**src/rtl/btn_debounce.sv**
```systemverilog
// Push-button debouncer: two-flop synchroniser, stability-qualified edge FSM,
// registered level plus press/release/long-press strobes. Long press is built only with `BTN_LONG_PRESS_EN.
module btn_debounce #(
    parameter int unsigned COUNT_WIDTH     = 32,
    parameter int unsigned DEBOUNCE_CYCLES = 1152000,
    parameter int unsigned LONG_CYCLES     = 115200000
) (
    input  logic clk,
    input  logic s_reset,
    input  logic btn_in,
    output logic btn_level,
    output logic press_pulse,
    output logic release_pulse,
    output logic long_pulse
);

    typedef enum logic [1:0] {
        RELEASED    = 2'd0,
        PRESS_CHK   = 2'd1,
        PRESSED     = 2'd2,
        RELEASE_CHK = 2'd3
    } state_t;

    localparam logic [COUNT_WIDTH-1:0] CNT_ZERO = {COUNT_WIDTH{1'b0}};
    localparam logic [COUNT_WIDTH-1:0] CNT_ONE  = COUNT_WIDTH'(1);
    localparam logic [COUNT_WIDTH-1:0] DB_LAST  = COUNT_WIDTH'(DEBOUNCE_CYCLES - 32'd1);

    logic                   r_sync_meta;
    logic                   r_sync_q;
    state_t                 r_state;
    logic [COUNT_WIDTH-1:0] r_db_cnt;
    logic                   r_btn_level;
    logic                   r_press_pulse;
    logic                   r_release_pulse;
    logic                   w_db_done;

    assign w_db_done = (r_db_cnt == DB_LAST);

    // Two-flop synchroniser bringing the raw button into the clk domain
    always_ff @(posedge clk) begin
        if (s_reset) begin
            r_sync_meta <= 1'b0;
            r_sync_q    <= 1'b0;
        end else begin
            r_sync_meta <= btn_in;
            r_sync_q    <= r_sync_meta;
        end
    end

    // Debounce FSM: db_cnt restarts on every state entry, strobes last one cycle
    always_ff @(posedge clk) begin
        if (s_reset) begin
            r_state         <= RELEASED;
            r_db_cnt        <= CNT_ZERO;
            r_btn_level     <= 1'b0;
            r_press_pulse   <= 1'b0;
            r_release_pulse <= 1'b0;
        end else begin
            r_press_pulse   <= 1'b0;
            r_release_pulse <= 1'b0;
            case (r_state)
                RELEASED: begin
                    if (r_sync_q) begin
                        r_state  <= PRESS_CHK;
                        r_db_cnt <= CNT_ZERO;
                    end
                end
                PRESS_CHK: begin
                    if (!r_sync_q) begin
                        r_state  <= RELEASED;
                        r_db_cnt <= CNT_ZERO;
                    end else if (w_db_done) begin
                        r_state       <= PRESSED;
                        r_db_cnt      <= CNT_ZERO;
                        r_btn_level   <= 1'b1;
                        r_press_pulse <= 1'b1;
                    end else begin
                        r_db_cnt <= r_db_cnt + CNT_ONE;
                    end
                end
                PRESSED: begin
                    if (!r_sync_q) begin
                        r_state  <= RELEASE_CHK;
                        r_db_cnt <= CNT_ZERO;
                    end
                end
                RELEASE_CHK: begin
                    if (r_sync_q) begin
                        r_state  <= PRESSED;
                        r_db_cnt <= CNT_ZERO;
                    end else if (w_db_done) begin
                        r_state         <= RELEASED;
                        r_db_cnt        <= CNT_ZERO;
                        r_btn_level     <= 1'b0;
                        r_release_pulse <= 1'b1;
                    end else begin
                        r_db_cnt <= r_db_cnt + CNT_ONE;
                    end
                end
                default: begin
                    r_state     <= RELEASED;
                    r_db_cnt    <= CNT_ZERO;
                    r_btn_level <= 1'b0;
                end
            endcase
        end
    end

    assign btn_level     = r_btn_level;
    assign press_pulse   = r_press_pulse;
    assign release_pulse = r_release_pulse;

`ifdef BTN_LONG_PRESS_EN
    localparam logic [COUNT_WIDTH-1:0] LONG_LAST = COUNT_WIDTH'(LONG_CYCLES - 32'd1);

    logic [COUNT_WIDTH-1:0] r_hold_cnt;
    logic                   r_long_done;
    logic                   r_long_pulse;
    logic                   w_press_accept;
    logic                   w_hold_live;

    assign w_press_accept = (r_state == PRESS_CHK) && r_sync_q && w_db_done;
    // The release strobe cycle still counts: the hold may have saturated on the release edge
    assign w_hold_live    = r_btn_level | r_release_pulse;

    // Hold counter: saturating, cleared only on an accepted press, fires long_pulse once per press
    always_ff @(posedge clk) begin
        if (s_reset) begin
            r_hold_cnt   <= CNT_ZERO;
            r_long_done  <= 1'b0;
            r_long_pulse <= 1'b0;
        end else if (w_press_accept) begin
            r_hold_cnt   <= CNT_ZERO;
            r_long_done  <= 1'b0;
            r_long_pulse <= 1'b0;
        end else begin
            r_long_pulse <= 1'b0;
            if (r_btn_level && (r_hold_cnt != LONG_LAST)) begin
                r_hold_cnt <= r_hold_cnt + CNT_ONE;
            end
            if (w_hold_live && (r_hold_cnt == LONG_LAST) && !r_long_done) begin
                r_long_pulse <= 1'b1;
                r_long_done  <= 1'b1;
            end
        end
    end

    assign long_pulse = r_long_pulse;
`else
    // LONG_CYCLES is accepted but has no effect in this build
    if (LONG_CYCLES == 32'd0) begin : g_long_ignored
    end

    assign long_pulse = 1'b0;
`endif

endmodule
```
**config.mk**
```make
export PLATFORM = sky130hd
export DESIGN_NAME = btn_debounce
export DESIGN_NICKNAME = d
export VERILOG_FILES = /design/src/rtl/btn_debounce.sv
export SDC_FILE = /design/constraint.sdc
export NUM_CORES = 1
export LEC_CHECK = 0
export ABC_AREA = 1
export CAP_MARGIN = 25
export CELL_PAD_IN_SITES_DETAIL_PLACEMENT = 0
export CELL_PAD_IN_SITES_GLOBAL_PLACEMENT = 1
export CORE_UTILIZATION = 39
export CTS_CLUSTER_SIZE = 20
export DETAILED_ROUTE_END_ITERATION = 6
export PLACE_DENSITY = 0.75
export SYNTH_ARGS = -nofsm -noshare
export SYNTH_HDL_FRONTEND = slang
export SYNTH_SLANG_ARGS = --single-unit
```
**constraint.sdc**
```tcl
create_clock -name clk -period 1.6 [get_ports clk]
set_clock_uncertainty 0.2 [all_clocks]
set_input_delay 0.32 -clock clk [delete_from_list [all_inputs] [get_ports clk]]
set_output_delay 0.32 -clock clk [all_outputs]
set_load 0.02 [all_outputs]
```
# Yosys cells after proc, flatten, opt, wreduce, memory -nomap -nowiden
# Index checks and enable logic that the tools add are counted.
[word_totals]
regBits = 39
n_memories = 0
latchBits = 0
output_inout_bits = 4
in_bits = 3
rom_bits = 0
mem_bits_rw = 0
[classes]
order_cmp = 0
n_mux = 19
n_bitwise = 3
multipliers = 0
shifts = 0
addsub = 1
reduce_logical = 7
n_div = 0
eq_ne = 12
[op_table]
columns = ["op", "n"]
rows = [
  ["32-bit two-way mux", 5],
  ["32-bit case mux with 4 select lines", 1],
  ["32-bit by 1-bit adder with 32-bit output (second input constant)", 1],
  ["32-bit by 21-bit == test with 1-bit output (second input constant)", 1],
  ["2-bit two-way mux", 6],
  ["2-bit != test (second input constant)", 6],
  ["2-bit case mux with 4 select lines", 1],
  ["3-bit != test (second input constant)", 2],
  ["3-bit OR reduction", 2],
  ["1-bit two-way mux", 5],
  ["5-bit AND reduction", 1],
  ["2-bit == test (second input constant)", 2],
  ["4-bit AND reduction", 1],
  ["1-bit NOT", 3],
  ["2-bit by 1-bit == test with 1-bit output (second input constant)", 1],
  ["2-bit zero test", 1],
  ["1-bit case mux with 2 select lines", 1],
  ["2-bit AND reduction", 1],
  ["2-bit nonzero test", 1],
]

# Longest topological paths before layout
[depth]
word_depth = 4
mapped_depth = 11

# Worst setup path before layout
# Ideal clock, no wire load.
[synth_timing]
path_type = "flip-flop to flip-flop"
start = "reg r_db_cnt[0]"
end = "reg r_db_cnt[0]"
slack_ns = -0.128
period_less_slack_ns = 1.728
setup_ns = 0.115
path_stages_with_launch = 11
arrival_time_ns = 1.413
required_time_ns = 1.285
path_buffers = 1
cell_sequence = "dfxtp_1 > ha_1 > nand3_2 > inv_2 > nand2_4 > nor2_4 > nand2_4 > nand2_4 > inv_4 > buf_6 > o21a_1"
[synth_between]
elab_chain_cells = 4
elab_cells_between_ends = 6
cone_classes = "add/sub (1); eq/ne (1); mux (4)"
[synth_rtl]
columns = ["item", "line", "text"]
rows = [
  ["start: declaration", "31", "logic [COUNT_WIDTH-1:0] r_db_cnt;"],
  ["start signal: assignment", "78", "r_db_cnt <= r_db_cnt + CNT_ONE;"],
  ["start signal: assignment", "97", "r_db_cnt <= r_db_cnt + CNT_ONE;"],
  ["32-bit by 1-bit adder with 32-bit output / 32-bit by 21-bit == test with 1-bit output (equally long branches)", "78, 97, 37", ""],
  ["32-bit two-way mux *", "72, 91", ""],
  ["32-bit two-way mux (on tied branches)", "88, 69", ""],
  ["32-bit case mux with 4 select lines *", "61", "case (r_state)"],
]
# Mark *: on every way between the ends. The rest lies on a longest branch, timed or not.
# A chain may end at the register's enable or synchronous reset.

# Worst setup path after layout
[layout_timing]
start = "reg r_db_cnt[8]"
end = "reg r_db_cnt[12]"
# The elaborated chain is that of the path after synthesis.

==> flow_summary.ini <==
[synthesis]
syn_nets = 394
ys_ff_latch = 39
synthCells = 390
ys_warn_count = 0
avgSynthCellArea_um2 = 6.205
ys_seq_area_share_pct = 32.26
yosysUniqueCellTypes = 34
synth_area_um2 = 2420

[power]
seqPwrFrac_pct = 44.2
p_int_w = 0.001637
power_frac_clock_pct = 39.4
vdd_drop_max_mv = 0.4544
total_power_w = 0.002230
p_leak_nw = 1.522
powerDensity_nw_per_um2 = 633.1
power_switching_w = 0.0005926
switching_share_pct = 26.58
combPwrFrac_pct = 16.4

[critical_path]
worstPathArrival_ns = 1.67
required_ns = 1.59
critical_path_class = reg -> reg
crit_path_end_kind = register
critPathSlowestCell = dfxtp_2
cp_max_fo = 5
max_stage_delay_ns = 0.36
crit_chain = nand2_1 -> nor2_2 -> nand3_2 -> nor2_4 -> nand2_4 -> nand2_8 -> buf_6 -> nor2_4 -> nor2_2 -> nor2_1
r2r_setup_slack_ns = -0.07
start_kind = register

[placement]
dp_slack_ns = -0.1337
routabilityCongestion = 0.8868
dpl.hpwl_mm = 5.056
dp_cells = 535
port_buffers = 5

[layout]
layout-drive-gt1-share_pct = 36.86
layout_commonest_cell = nand2_1
syn_to_final_growth_pct = 45.55
final_cell_mix = 122 x nand2_1, 71 x buf_4, 45 x inv_1
diodes = 0
nets = 475
final_cells = 547

[routing]
dr.pass1.iters = 4
vias = 2602
wl_per_cell_um = 12.48
drt-total-wl_mm = 6.827
viasPerCell = 4.757
final_antenna_net_count = 0
drcViolationCount = 0
initialDrtViolationCount = 149

[clock_tree]
cts_sinks = 39
clk_latency_ns = 0.30
cts_tree = done
clock_path_buffers = 2
numCtsBuffers = 5
h-tree-depth = 2
path_clk_slew_ns = 0.08
root_buffer = clkbuf_8
ctsHoldBuffers = 0

[run_status]
violations = negative setup slack
outcome = finished with violations

[floorplanning]
ios = 7
design.core.area_um2 = 5956
fp.dieArea_um2 = 6524
num_rows = 28
die_height_um = 80.77
initial_core_util_pct = 40.63
die_x_um = 80.77

[global_routing]
grt_pass1_wl_mm = 11.42
grt_max_degree = 24
first_global_vias = 2433
antenna_found_initial = 0
grt-ovfl-total = 0
grt_use_total_pct = 23.10

[sta]
drv_slew = 0
period_needed_ns = 1.674
hold_violations = 0
setup_viol = 13
period_share_pct = 104.6
fin_ws_ns = -0.07382
hold_slack_ns = 0.2138
clock.fmax_mhz = 597.4
rsz0062_at_grt = yes

[job]
maxCapViolCount = 0

[hold_path]
hold_path_class = reg -> reg
-- critical path: cells and delay by family, from the launching register on --
family,cells,cell delay [ns]
and+or+nand+nor,9,0.86
DFF,1,0.36
buffers and inverters,1,0.13
-- path summary, 6_finish.rpt --
| path | cells after the start | start | end |
|---|---|---|---|
| hold reg to reg | 2 | r_sync_meta | r_sync_q |
| setup / recovery | 10 | r_db_cnt[8] | r_db_cnt[12] |
| hold / removal | 2 | r_sync_meta | r_sync_q |
| setup reg to reg | 10 | r_db_cnt[8] | r_db_cnt[12] |
-- cell type report --
cell class / instances / area, um^2
tap: 75 / 93.84
clock inverter: 2 / 35.03
sequential: 39 / 815.8
multi-input combinational: 291 / 1604
inverter: 51 / 206.4
clock buffer: 6 / 82.58
fill: 554 / 2434
timing repair buffer: 83 / 684.4
-- synthesized netlist by cell type --
cell,n,area share (%)
a21o_1,1,0.31
a21oi_1,24,5.0
a21oi_2,2,0.72
and3_1,1,0.26
buf_4,3,0.93
buf_6,2,0.93
clkbuf_1,4,0.62
conb_1,1,0.15
dfxtp_1,39,32
ha_1,1,0.52
inv_1,46,7.1
inv_2,4,0.62
inv_4,1,0.26
nand2_1,133,21
nand2_2,4,1.0
nand2_4,3,1.4
nand3_1,20,4.1
nand3_2,1,0.41
nand3b_1,1,0.31
nand4_1,11,2.8
nor2_1,47,7.3
nor2_2,5,1.3
nor2_4,4,1.9
nor2_8,1,0.83
nor3_1,4,0.83
nor3_2,1,0.41
o211ai_1,1,0.31
o21a_1,2,0.62
o21ai_0,11,2.3
o21ai_1,2,0.41
o22ai_1,1,0.26
or2_2,1,0.26
xnor2_1,5,1.8
xor2_1,3,1.1
-- state kept, by name (all words and copies together), names as in the netlist, named ones only --
name	count
r_sync_meta	1
press_pulse	1
r_state	1
r_sync_q	1
r_db_cnt	32
release_pulse	1
btn_level	1
-- cells by family (layout without fill, tap and decap cells) --
logic type,count (synthesis),after routing,share of synthesized area (%)
AO/OA/AOI/OAI,44,44,9.876
XOR/XNOR,8,8,2.896
adder cells (fa/ha/maj),1,1,0.5170
buffers and inverters,60,142,10.50
flip-flops,39,39,32.26
other,1,1,0.1550
AND/OR/NAND/NOR,237,237,43.80
-- stage by stage --
step | cell area [um^2] | utilization [%] | setup TNS (ns)
after floorplan | 2442 | - | -0.02230
after global placement | 3119 | 52.37 | -2.157
after detailed placement | 3119 | 52.37 | -2.023
after CTS | 3348 | 56.22 | -0.5070
after global routing | 3522 | 59.14 | -2.833
final | 3522 | 59.14 | -0.4207
-- what timing repair did --
| item | CTS | global route |
|---|---|---|
| gates resized for setup | 35 | 57 |
| buffers inserted | 3 | 4 |
| endpoints found under the setup margin | 35 | 36 |
| pin swaps | 8 | 22 |
-- power groups by stage --
stage / combinational, W / sequential [W] / clock, W
finish: 0.000366 / 0.000986 / 0.000878
global route: 0.000398 / 0.000987 / 0.000932
CTS: 0.000357 / 0.000990 / 0.000899
detailed placement: 0.000347 / 0.00101 / 0
global placement: 0.000348 / 0.00101 / 0
floorplan: 0.000176 / 0.00102 / 0
-- routing by layer --
metal	track usage, %	up-vias	part of all wire [%]
met5	0	-	0
met4	6.429	0	1.3
met3	3.708	8	2.3
met2	36.78	32	43
met1	32.13	1184	53
li1	-	1378	-
Power figures use the tool's default switching activity.
